File: src/rtl/alu_seq.sv
// Handshaked WIDTH-bit ALU: single-cycle arithmetic/logic ops plus iterative
// shift-add multiply and restoring unsigned divide, result and flags registered.
module alu_seq #(
  parameter int WIDTH = 32
) (
  input  logic             clk,
  input  logic             rst_n,
  input  logic             in_valid,
  output logic             in_ready,
  input  logic [WIDTH-1:0] a,
  input  logic [WIDTH-1:0] b,
  input  logic [3:0]       op,
  output logic             out_valid,
  input  logic             out_ready,
  output logic [WIDTH-1:0] out,
  output logic             ZF,
  output logic             CF,
  output logic             OF,
  output logic             SF,
  output logic             busy
);
  localparam int SW = $clog2(WIDTH);

  localparam logic [3:0] OP_ADD   = 4'b0000;
  localparam logic [3:0] OP_SLL   = 4'b0001;
  localparam logic [3:0] OP_SLT   = 4'b0010;
  localparam logic [3:0] OP_SLTU  = 4'b0011;
  localparam logic [3:0] OP_XOR   = 4'b0100;
  localparam logic [3:0] OP_SRL   = 4'b0101;
  localparam logic [3:0] OP_OR    = 4'b0110;
  localparam logic [3:0] OP_AND   = 4'b0111;
  localparam logic [3:0] OP_SUB   = 4'b1000;
  localparam logic [3:0] OP_MULHU = 4'b1001;
  localparam logic [3:0] OP_INC   = 4'b1010;
  localparam logic [3:0] OP_DEC   = 4'b1011;
  localparam logic [3:0] OP_MUL   = 4'b1100;
  localparam logic [3:0] OP_SRA   = 4'b1101;
  localparam logic [3:0] OP_DIVU  = 4'b1110;
  localparam logic [3:0] OP_REMU  = 4'b1111;

  typedef enum logic [1:0] {IDLE, CALC, DONE} state_t;

  state_t               state, state_nx;
  logic                 accept, is_multi, last, ld;
  logic [3:0]           op_p0;
  logic [WIDTH-1:0]     b_p0;
  logic [2*WIDTH-1:0]   acc_p0, acc_nx;
  logic [SW-1:0]        cnt;
  logic [WIDTH+1:0]     fast;
  logic [WIDTH:0]       hi_sum, rem_sh;
  logic                 rem_ge;
  logic [WIDTH-1:0]     ld_res;
  logic                 ld_cf, ld_of;

  // Returns {cf, of, result} for every op that completes in one cycle.
  function automatic logic [WIDTH+1:0] alu_fast(input logic [3:0] f,
                                                input logic [WIDTH-1:0] x,
                                                input logic [WIDTH-1:0] y);
    logic signed [WIDTH-1:0] xs, ys;
    logic [WIDTH-1:0]        y2, res;
    logic [WIDTH:0]          sum;
    logic [SW-1:0]           sh;
    logic                    sub, cf, of;
    xs  = x;
    ys  = y;
    sh  = y[SW-1:0];
    y2  = (f == OP_INC || f == OP_DEC) ? WIDTH'(1) : y;
    sub = (f == OP_SUB || f == OP_DEC);
    sum = sub ? ({1'b0, x} - {1'b0, y2}) : ({1'b0, x} + {1'b0, y2});
    res = '0;
    cf  = 1'b0;
    of  = 1'b0;
    case (f)
      OP_ADD, OP_INC: begin
        res = sum[WIDTH-1:0];
        cf  = sum[WIDTH];
        of  = (x[WIDTH-1] == y2[WIDTH-1]) && (sum[WIDTH-1] != x[WIDTH-1]);
      end
      OP_SUB, OP_DEC: begin
        res = sum[WIDTH-1:0];
        cf  = sum[WIDTH];
        of  = (x[WIDTH-1] != y2[WIDTH-1]) && (sum[WIDTH-1] != x[WIDTH-1]);
      end
      OP_SLL:  res = x << sh;
      OP_SRL:  res = x >> sh;
      OP_SRA:  res = xs >>> sh;
      OP_SLT:  res = {{(WIDTH-1){1'b0}}, (xs < ys)};
      OP_SLTU: res = {{(WIDTH-1){1'b0}}, (x < y)};
      OP_XOR:  res = x ^ y;
      OP_OR:   res = x | y;
      OP_AND:  res = x & y;
      default: res = '0;
    endcase
    return {cf, of, res};
  endfunction

  assign in_ready  = rst_n && (state == IDLE || (state == DONE && out_ready));
  assign accept    = in_valid && in_ready;
  assign is_multi  = (op == OP_MUL) || (op == OP_MULHU) || (op == OP_DIVU) || (op == OP_REMU);
  assign out_valid = (state == DONE);
  assign busy      = (state == CALC);
  assign last      = (state == CALC) && (cnt == SW'(WIDTH-1));
  assign ld        = (accept && !is_multi) || last;

  // One multiply or divide step; acc holds {hi, lo} of product or {rem, quotient}
  always_comb begin
    acc_nx = acc_p0;
    hi_sum = '0;
    rem_sh = '0;
    rem_ge = 1'b0;
    if (op_p0 == OP_MUL || op_p0 == OP_MULHU) begin
      hi_sum = {1'b0, acc_p0[2*WIDTH-1:WIDTH]} + (acc_p0[0] ? {1'b0, b_p0} : '0);
      acc_nx = {hi_sum, acc_p0[WIDTH-1:1]};
    end else begin
      rem_sh = acc_p0[2*WIDTH-1:WIDTH-1];
      rem_ge = (rem_sh >= {1'b0, b_p0});
      acc_nx = {rem_sh[WIDTH-1:0] - (rem_ge ? b_p0 : '0), acc_p0[WIDTH-2:0], rem_ge};
    end
  end

  always_comb begin
    fast   = alu_fast(op, a, b);
    ld_res = fast[WIDTH-1:0];
    ld_of  = fast[WIDTH];
    ld_cf  = fast[WIDTH+1];
    if (state == CALC) begin
      ld_cf = 1'b0;
      ld_of = 1'b0;
      case (op_p0)
        OP_MUL:   begin ld_res = acc_nx[WIDTH-1:0];       ld_cf = |acc_nx[2*WIDTH-1:WIDTH]; ld_of = ld_cf; end
        OP_MULHU: begin ld_res = acc_nx[2*WIDTH-1:WIDTH]; ld_cf = |acc_nx[2*WIDTH-1:WIDTH]; ld_of = ld_cf; end
        OP_DIVU:  ld_res = acc_nx[WIDTH-1:0];
        default:  ld_res = acc_nx[2*WIDTH-1:WIDTH];
      endcase
    end
  end

  always_comb begin
    state_nx = state;
    case (state)
      IDLE:    if (accept) state_nx = is_multi ? CALC : DONE;
      CALC:    if (last) state_nx = DONE;
      DONE: begin
        if (accept)         state_nx = is_multi ? CALC : DONE;
        else if (out_ready) state_nx = IDLE;
      end
      default: state_nx = IDLE;
    endcase
  end

  // p0: operand capture and iteration; result/flag register
  always_ff @(posedge clk) begin
    if (!rst_n) begin
      state <= IDLE;
      cnt   <= '0;
      out   <= '0;
      ZF    <= 1'b0;
      CF    <= 1'b0;
      OF    <= 1'b0;
      SF    <= 1'b0;
    end else begin
      state <= state_nx;
      if (accept) begin
        op_p0  <= op;
        b_p0   <= b;
        acc_p0 <= {{WIDTH{1'b0}}, a};
        cnt    <= '0;
      end else if (state == CALC) begin
        acc_p0 <= acc_nx;
        cnt    <= cnt + 1'b1;
      end
      if (ld) begin
        out <= ld_res;
        ZF  <= (ld_res == '0);
        SF  <= ld_res[WIDTH-1];
        CF  <= ld_cf;
        OF  <= ld_of;
      end
    end
  end
endmodule

File: config.mk
export PLATFORM = sky130hd
export DESIGN_NAME = alu_seq
export DESIGN_NICKNAME = d
export VERILOG_FILES = /design/src/rtl/alu_seq.sv
export SDC_FILE = /design/constraint.sdc
export NUM_CORES = 1
export LEC_CHECK = 0
export ABC_AREA = 1
export CAP_MARGIN = 10
export CORE_ASPECT_RATIO = 1.1
export CORE_MARGIN = 8
export CORE_UTILIZATION = 48
export CTS_CLUSTER_SIZE = 24
export DETAILED_ROUTE_END_ITERATION = 7
export PLACE_DENSITY = 0.66
export SKIP_LAST_GASP = 1
export SYNTH_ARGS = -nofsm -noshare
export SYNTH_HDL_FRONTEND = slang
export SYNTH_SLANG_ARGS = --single-unit
File: constraint.sdc
create_clock -name clk -period 5.6 [get_ports clk]
set_clock_uncertainty 0.2 [all_clocks]
set_input_delay 0.84 -clock clk [delete_from_list [all_inputs] [get_ports clk]]
set_output_delay 0.84 -clock clk [all_outputs]
set_load 0.1 [all_outputs]
==> flow_summary.yaml <==
run_status:
  status: "complete, no violations"
global_routing:
  grtUsageMet2_pct: 64.2
  grt_pass1_vias: 25465
  grt_pass1_wl_microns: 148000
  use_met1_pct: 43.1
  globalRoute.totalOverflow: 0
  grt_usage_pct: 37.5
  gr-usage-met3_pct: 4.74
  busiest_layer: "met2"
  antenna_found_initial: 2
  grt_max_degree: 71
setup_path:
  critPathBufInv: 7
  cp-end-kind: "flip-flop"
  r2r-end: "ZF"
  cp-startpoint: "op[1]"
  startpoint_type: "input pin"
  crit_fanout: 13
  r2r_start: "b_p0[31]"
  crit_required_ns: 5.77
  slowest_stage: "clkdlybuf4s50_1"
  worstRegToRegCells: 26
  critPathKind: "input pin to flip-flop"
  cp_num_cells: 29
  critPathTopFamily: "simple AND/OR/NAND/NOR gates"
  critPathCapture: "ZF"
  arrival_ns: 5.49
  r2r_setup_slack_ns: 0.33
  critical-path-max-stage-delay_ns: 0.46
  crit_top_cell: "nand2_1"
floorplanning:
  die_x_microns: 216
  die_area_sq_um: 50800
  core.rowCount: 80
  initial_utilization_pct: 48.6
  die_y_microns: 236
  io_pins: 111
  coreArea_sq_um: 43300
sta:
  layout_worst_path_cycle_share_pct: 94.9
  period_needed_ns: 5.32
  finalHoldViolations: 0
  max-slew-margin-rel_pct: 29.1
  worst_pin_slew_ns: 1.06
  setup_viol: 0
  hold_ws_ns: 0.279
  report.final.slew_viol_count: 0
  max_freq_mhz: 188
  rsz0062_at_grt: "true"
finish:
  final_cell_count_no_fill: 4402
  diodes: 0
  nets: 4118
  final_cell_mix: "nand2_1 (1058), inv_1 (469), nand3_1 (351)"
  layout_commonest_cell: "nand2_1"
  synthToLayoutAreaGrowth_pct: 19.7
  drive_gt1_share_pct: 10.2
synthesis:
  ys.flop_type: "edfxtp_1"
  ys_types: 60
  synthArstFlopShare_pct: 0
  ys_ff_latch: 142
  ys_seq_area_share_pct: 18.3
  syn-num-nets: 3824
  synth_top_area_share_pct: 18.9
  synth_edf_count: 100
  synth_area_leaders: "nand2_1 (19%), edfxtp_1 (14%), ha_1 (14%), nand3_1 (8.5%), inv_1 (8.4%)"
  synth_top_cell_by_area: "nand2_1"
  syn_avg_cell_area_sq_um: 5.98
  ys_warn_count: 0
  syn_inst: 3521
  synth_area_sq_um: 21000
place:
  dp_cells: 4365
  port_buffers: 110
  dp.final_hpwl_microns: 81600
  place_congestion: 1.05
cts:
  cts_tree: "yes"
  clockBufferDepth: 2
  cts_max_level: 4
  cts.hold.buffers_added: 0
  insertion_delay_ns: 0.44
  clkTransAtPathRegs_ns: 0.07
  cts_root_buffer: "clkbuf_16"
  clock_sinks: 142
  cts-buffers-inserted: 17
power:
  vdd_ir_drop_max_uv: 172
  power-per-cell-area_nw_per_um2: 201
  leakagePower_nw: 13.3
  power_w: 0.00507
detailed_routing:
  ant_nets: 0
  drt_drc_violations_left: 0
  dr.pass1.iters: 7
  drt_iter0_drc: 3014
  vias_per_cell: 5.93
  wire_per_inst_microns: 22.6
  wirelength_microns: 99500
  vias: 26087
flow_run:
  drv_cap: 0
min_path:
  min-delay-path-class: "flip-flop to flip-flop"
## metal layers
layer	vias up	part of all wire [%]
li1	12198	-
met1	12193	38
met2	1341	47
met3	353	7.5
met4	2	7.9
met5	-	0.019
## worst min-delay path, stage by stage, from the launching register on
cell	delay (ns)
dfxtp_1	0.32
nand2_1	0.06
a21oi_1	0.05
## stage by stage
stage | setup TNS [ns] | utilization (%) | area, sq um | setup slack [ns]
after detailed placement | -0.312 | 56.5 | 24500 | -0.202
after floorplan | 0 | - | 21100 | 0.633
after CTS | 0 | 57.8 | 25100 | 0.245
after global placement | -0.306 | 56.5 | 24500 | -0.175
final | 0 | 58.1 | 25200 | 0.284
after global routing | -0.0309 | 58.1 | 25200 | -0.0309
## layout make-up
type                            instances  area (sq um)
Tap cell                              574           718
Timing Repair Buffer                  399          3270
Clock inverter                         14           144
Multi-Input combinational cell       2777         15000
Fill cell                            4311         18200
Sequential cell                       142          3840
Clock buffer                           18           439
Inverter                              478          1790
## synth_stat cells, types with 3 or more instances
master,count
a21oi_1,223
o21bai_1,47
edfxtp_1,100
inv_1,469
nor4_1,6
or2_0,3
ha_1,228
o21ai_0,241
o21a_1,14
nor3_1,30
buf_1,15
nand3_1,356
inv_2,7
nand2_1,1060
a31oi_1,13
fa_1,3
nand3_2,3
o211ai_1,39
xor2_1,33
a21o_1,15
o22ai_1,7
buf_2,34
and2_1,18
nand2_2,7
o221ai_1,3
xnor2_1,6
clkbuf_1,67
nand3b_1,16
a211oi_1,9
a21boi_0,8
dfxtp_1,42
nand4_1,35
buf_4,6
or2_2,13
o21ai_1,7
a221oi_1,22
nor2_2,7
nor2_1,280
## power breakdown
group	total (W)	switching (W)	internal (W)
Sequential	0.00126	0.0000495	0.00121
Clock	0.00115	0.000513	0.000639
Combinational	0.00266	0.00172	0.000940
Total	0.00507	0.00229	0.00279
## registers in the layout, indices dropped and copies added, names as in the netlist
| register | cells |
|---|---|
| OF | 1 |
| b_p0 | 32 |
| ZF | 1 |
| cnt | 5 |
| op_p0 | 4 |
| state | 2 |
| CF | 1 |
| acc_p0 | 64 |
| out | 32 |
## how the worst min path moves through the flow
| stage | endpoint | start | slack, ns | depth (start not counted) |
|---|---|---|---|---|
| 3_5_place_dp | cnt[4] | cnt[4] | 0.27 | 2 |
| 2_1_floorplan | cnt[4] | cnt[4] | 0.25 | 2 |
| 6_report | cnt[4] | cnt[4] | 0.28 | 2 |
| 4_1_cts | cnt[4] | cnt[4] | 0.28 | 2 |
| 3_3_place_gp | cnt[4] | cnt[4] | 0.25 | 2 |
| 5_1_grt | cnt[4] | cnt[4] | 0.30 | 2 |
## cell families after synthesis
| family | Yosys count | synth area share [%] |
|---|---|---|
| muxes | 2 | 0.0951 |
| buffers and inverters | 602 | 11.1 |
| DFF | 142 | 18.3 |
| adders and majority gates | 231 | 13.8 |
| and+or+nand+nor | 1844 | 37.0 |
| AOI/OAI and AO/OA | 661 | 18.1 |
| xor gates and xnor gates | 39 | 1.62 |
## what timing repair did
action | in CTS | in global routing
buffers inserted | 0 | 5
setup endpoints to repair | 0 | 5
resized for setup | 0 | 20
Note: power is estimated with default switching activity, not from simulation.
